File: src/rtl/fpmul_sequencer.sv
// fpmul_sequencer
//   Operand sequencer in front of the serial-operand fpmultiplier. Operand
//   pairs arrive on a valid/ready stream and are queued. Each pair is driven
//   onto the multiplier's single `a` bus on two back-to-back cycles (A, then B).
//   The sequencer then waits for a rising edge on the multiplier's `ready`.
//   The product is returned on a valid/ready stream. If the multiplier hangs,
//   a watchdog reports a qNaN flagged as a timeout and pulses the multiplier's
//   reset.
//
// Ports
//   clock, reset              system clock, synchronous active-high reset
//   in_valid/in_ready         operand pair stream, in_a / in_b (IEEE single bits)
//   out_valid/out_ready       result stream, out_product, out_timeout
//   mul_a                     serial operand bus to the multiplier
//   mul_nreset                active-low reset to the multiplier
//   mul_product, mul_ready    multiplier result and completion flag
//
// FIFO_DEPTH must be a power of two, at least 2.

module fpmul_sequencer #(
    parameter int FIFO_DEPTH = 4,
    parameter int TIMEOUT    = 64,
    parameter int RST_PULSE  = 2
) (
    input  logic        clock,
    input  logic        reset,
    input  logic        in_valid,
    output logic        in_ready,
    input  logic [31:0] in_a,
    input  logic [31:0] in_b,
    output logic        out_valid,
    input  logic        out_ready,
    output logic [31:0] out_product,
    output logic        out_timeout,
    output logic [31:0] mul_a,
    output logic        mul_nreset,
    input  logic [31:0] mul_product,
    input  logic        mul_ready
);

    localparam int AW = $clog2(FIFO_DEPTH);
    localparam int CW = $clog2(TIMEOUT + 1);
    localparam int PW = $clog2(RST_PULSE + 1);

    localparam logic [AW:0]   PTR_ONE   = 1;
    localparam logic [CW-1:0] CNT_ONE   = 1;
    localparam logic [CW-1:0] CNT_LAST  = CW'(TIMEOUT - 1);
    localparam logic [PW-1:0] PULSE_ONE = 1;
    localparam logic [PW-1:0] PULSE_TO  = PW'(RST_PULSE);

    localparam logic [31:0] QNAN = 32'h7FC0_0000;

    localparam logic [2:0] ST_INIT    = 3'd0;
    localparam logic [2:0] ST_IDLE    = 3'd1;
    localparam logic [2:0] ST_ISSUE_A = 3'd2;
    localparam logic [2:0] ST_ISSUE_B = 3'd3;
    localparam logic [2:0] ST_WAIT    = 3'd4;

    logic [2:0]    state;
    logic          ready_q;
    logic          rise;
    logic [CW-1:0] wait_cnt;
    logic [PW-1:0] pulse_cnt;
    logic [31:0]   op_a;
    logic [31:0]   op_b;

    logic [31:0]   fifo_a [FIFO_DEPTH];
    logic [31:0]   fifo_b [FIFO_DEPTH];
    logic [AW:0]   wr_ptr;
    logic [AW:0]   rd_ptr;
    logic          full;
    logic          empty;
    logic          push;
    logic          pop;
    logic          expire;

    assign rise  = mul_ready && !ready_q;

    // The extra pointer MSB tells full (MSBs differ) from empty (all equal).
    assign empty = (wr_ptr == rd_ptr);
    assign full  = (wr_ptr[AW] != rd_ptr[AW]) &&
                   (wr_ptr[AW-1:0] == rd_ptr[AW-1:0]);

    // in_ready follows occupancy only. A pop in the same cycle does not free
    // a slot until the next cycle.
    assign in_ready = !full;
    assign push     = in_valid && !full;

    // An unaccepted result blocks the next issue.
    assign pop      = (state == ST_IDLE) && !empty && !out_valid;

    // A rise on the expiry cycle wins over the timeout.
    assign expire   = (state == ST_WAIT) && !rise && (wait_cnt == CNT_LAST);

    // Low combinationally while reset is asserted. The registered counter
    // then keeps it low for the following cycle.
    assign mul_nreset = !reset && (pulse_cnt == '0);

    // B stays on the bus throughout WAIT.
    always_comb begin
        mul_a = '0;
        case (state)
            ST_ISSUE_A:          mul_a = op_a;
            ST_ISSUE_B, ST_WAIT: mul_a = op_b;
            default:             mul_a = '0;
        endcase
    end

    // Data storage has no reset. Validity is carried by the pointers and FSM.
    always_ff @(posedge clock) begin
        if (push) begin
            fifo_a[wr_ptr[AW-1:0]] <= in_a;
            fifo_b[wr_ptr[AW-1:0]] <= in_b;
        end
        if (pop) begin
            op_a <= fifo_a[rd_ptr[AW-1:0]];
            op_b <= fifo_b[rd_ptr[AW-1:0]];
        end
    end

    always_ff @(posedge clock) begin
        if (reset) begin
            state       <= ST_INIT;
            ready_q     <= 1'b0;
            wait_cnt    <= '0;
            pulse_cnt   <= PULSE_ONE;
            wr_ptr      <= '0;
            rd_ptr      <= '0;
            out_valid   <= 1'b0;
            out_product <= '0;
            out_timeout <= 1'b0;
        end else begin
            ready_q <= mul_ready;
            if (push)
                wr_ptr <= wr_ptr + PTR_ONE;
            if (pop)
                rd_ptr <= rd_ptr + PTR_ONE;
            if (pulse_cnt != '0)
                pulse_cnt <= pulse_cnt - PULSE_ONE;

            // Clear on acceptance. A load in WAIT below overrides this.
            if (out_valid && out_ready)
                out_valid <= 1'b0;

            case (state)
                ST_INIT: begin
                    if (rise)
                        state <= ST_IDLE;
                end
                ST_IDLE: begin
                    if (pop)
                        state <= ST_ISSUE_A;
                end
                ST_ISSUE_A: begin
                    state <= ST_ISSUE_B;
                end
                ST_ISSUE_B: begin
                    wait_cnt <= '0;
                    state    <= ST_WAIT;
                end
                ST_WAIT: begin
                    if (rise) begin
                        out_product <= mul_product;
                        out_valid   <= 1'b1;
                        out_timeout <= 1'b0;
                        state       <= ST_IDLE;
                    end else if (expire) begin
                        out_product <= QNAN;
                        out_valid   <= 1'b1;
                        out_timeout <= 1'b1;
                        pulse_cnt   <= PULSE_TO;
                        state       <= ST_INIT;
                    end else begin
                        wait_cnt <= wait_cnt + CNT_ONE;
                    end
                end
                default: state <= ST_INIT;
            endcase
        end
    end

endmodule

File: config.mk
export PLATFORM = sky130hd
export DESIGN_NAME = fpmul_sequencer
export DESIGN_NICKNAME = d
export VERILOG_FILES = /design/src/rtl/fpmul_sequencer.sv
export SDC_FILE = /design/constraint.sdc
export NUM_CORES = 1
export LEC_CHECK = 0
export BUFFER_PORTS_ARGS = -buffer_cell sky130_fd_sc_hd__buf_2
export CORE_ASPECT_RATIO = 0.9
export CORE_MARGIN = 1.5
export CORE_UTILIZATION = 55
export CTS_CLUSTER_DIAMETER = 40
export DETAILED_ROUTE_END_ITERATION = 6
export PLACE_DENSITY = 0.73
export SYNTH_ARGS = -nofsm -noshare
export SYNTH_HDL_FRONTEND = slang
export SYNTH_SLANG_ARGS = --single-unit
File: constraint.sdc
create_clock -name clock -period 3.22 [get_ports clock]
set_input_delay 0.644 -clock clock [delete_from_list [all_inputs] [get_ports clock]]
set_output_delay 0.644 -clock clock [all_outputs]
set_load 0.01 [all_outputs]
==> flow_summary_export.csv <==
group,metric,value,unit
run_status,status,"completed",
synthesis,synth-edff-count,320,
final_layout,nFillCells,1572,
sta,setup_viol,0,
place,pre_cts_ws,0.542,ns
final_layout,finalNetCount,935,
synthesis,async_flop_share,0,%
final_layout,register_area,10700,sq um
synthesis,synth.avg_cell_area,21.4,sq um
floorplanning,core-area,24200,sq um
critical_path,critPathKind,"flop to output port",
synthesis,ys_seq_area_share,78.9,%
clocking,cts_root_buf,"clkbuf_16",
sta,hold_ws,0.339,ns
synthesis,synth-main-ff-cell,"edfxtp_1",
routing,wl_per_cell,21.8,microns
synthesis,ys_top_cells_by_area,"edfxtp_1 71%, mux4_2 11%, dfxtp_1 7.8%",
sta,fin_ws,0.216,ns
final_layout,final_cell_mix,"320 x edfxtp_1, 168 x buf_2, 64 x mux4_2",
critical_path,endpoint_kind,"output port",
final_layout,area_growth,18.6,%
clocking,cts_setup_buffers,0,
sta,slew_headroom,36.0,%
clocking,ctsHtreeMaxLevel,2,
job,cap_violations,0,
synthesis,synth_top_area_share,71.1,%
sta,rsz0062_at_grt,"false",
routing,dr.pass1.iters,4,
place,dp_hpwl,15500,microns
floorplanning,io_pins,169,
routing,drc_errors,0,
place,io_buffers,168,
place,gp_congestion,0.798,
clocking,clock_path_buffers,3,
synthesis,synthCells,633,
clocking,clk_latency,0.52,ns
grt,grtUsageMet2,34.0,%
routing,wirelength,25400,microns
clocking,cts_buffers,42,
floorplanning,start_util,55.9,%
synthesis,syn-cell-area,13500,sq um
synthesis,ys_warn_count,0,
synthesis,postSynthRegisterBits,373,
sta,fin_crit,3.00,ns
grt,use_met1,27.3,%
critical_path,required,2.58,ns
floorplanning,die_w,168,microns
critical_path,reg2reg_slack,0.81,ns
sta,post-route-period-util,93.3,%
pwr,powerDensity,661,nW/um^2
sta,hold_viol_final,0,
synthesis,synth.distinct_cells,50,
synthesis,synth_nets,740,
grt,grt_pass1_wl,38900,microns
critical_path,worstPathMaxFanout,18,
grt,grt_overflow_total,0,
clocking,cts_hold_buf,0,
clocking,cts_sinks,373,
grt,met3_usage,4.78,%
min_path,hold_depth,1,
final_layout,multi_input_area,2690,sq um
grt,track_usage,20.4,%
routing,via_count,6760,
floorplanning,die_h,152,microns
pwr,finalPower,10.6,mW
grt,grt_max_degree,67,
floorplanning,rows,54,
clocking,clk_pin_slew,0.06,ns
pwr,ir_worst_vdd,486,uV
grt,grt_pass1_vias,6933,
min_path,hp-class,"input pin to flop",
sta,slew_viol_final,0,
sta,skew,0.00892,ns
grt,grt_antenna_before_repair,3,
synthesis,synth.largest_area_cell,"edfxtp_1",
final_layout,drive_gt1_share,39.1,%
routing,final_antenna_net_count,0,
critical_path,worstRegToRegCells,4,
clocking,cts_tree,"done",
sta,worst_slew_pin_slew,0.960,ns
sta,fmax,333,MHz
critical_path,start_kind,"flop",
routing,vias_per_cell,5.79,
routing,drtIter0Drc,495,
grt,grt-busiest-layer,"met2",
clocking,ctsResizeCount,0,
final_layout,final_common_cell,"edfxtp_1",
sta,setup_tns,0,ns
floorplanning,die_area,25500,sq um
critical_path,critPathArrivalTime,2.36,ns
pwr,p_leak,5.64,nW
==> logic make-up (layout without fill, tap and decap cells) <==
group	Yosys count	after routing	share of synthesized area (%)
other cells	0	3	0
buf+inv	40	264	1.42
xor+xnor	7	7	0.453
compound gates	91	91	5.70
mux	67	67	10.9
simple gates	49	49	2.08
flops	373	373	78.9
fa+ha+maj	6	6	0.555
==> metrics by stage <==
stage	instances	util, %	instance area [sq um]
3_5_place_dp	1092	61.1	14800
4_1_cts	1165	66.3	16000
2_1_floorplan	633	-	13500
3_3_place_gp	1092	61.1	14800
5_1_grt	1165	66.3	16000
6_report	1168	66.3	16000
==> synth_stat cells (2+ instances only) <==
library cell and number:
edfxtp_1 320, and2_1 4, nor3_1 3, mux4_2 64, nor3b_1 2, o21ai_0 2
nand2_1 10, xor2_1 4, nor4_1 2, nand3_1 3, buf_2 11, clkbuf_1 13
and3b_1 2, a31oi_1 2, ha_1 6, buf_1 2, mux2i_1 3, buf_4 3
xnor2_1 3, o221a_2 9, o21a_1 4, inv_1 9, o21ai_1 2, dfxtp_1 53
a22o_1 55, nor2_1 9, a21oi_1 10
==> where the power goes <==
part / leakage [nW] / internal, mW / switching, mW / total [mW]
clock network: 0.615 / 2.47 / 1.81 / 4.28
logic: 1.66 / 0.322 / 0.382 / 0.704
registers: 3.36 / 5.53 / 0.0835 / 5.62
total: 5.64 / 8.32 / 2.28 / 10.6
==> worst paths after layout <==
path,end,start
setup / recovery,mul_a[19],state[2]
hold / removal,fifo_b[2][29],in_b[29]
setup reg to reg,fifo_b[1][17],rd_ptr[0]
hold reg to reg,out_timeout,out_timeout
==> sequential cells by signal, indices dropped and copies added, names as in the netlist <==
signal       flops
out_valid        1
ready_q          1
pulse_cnt        2
fifo_b         128
wr_ptr           3
fifo_a         128
wait_cnt         7
out_timeout      1
out_product     32
state            3
rd_ptr           3
op_a            32
op_b            32
==> layout make-up <==
cell class	instances	share of cell area, %
antenna	3	0.0468
clock buffer	50	6.87
clock inverter	23	0.936
inverter	9	0.218
multi-input combinational	220	16.7
sequential	373	66.6
tap	308	2.40
timing repair buffer	182	6.21
==> critical path: stages (launching register included) <==
cell and delay, ns:
dfxtp_1 0.45, nor3b_2 0.33, or2_2 0.49, buf_12 0.25
a22o_1 0.17, buf_2 0.13
==> metal layers <==
metal / up-vias / wire (microns)
li1: 3029 / -
met1: 3458 / 10700
met3: 30 / 1720
met5: - / 0
met4: 0 / 333
met2: 243 / 12700
No activity file was read; power rests on OpenSTA's default activity.
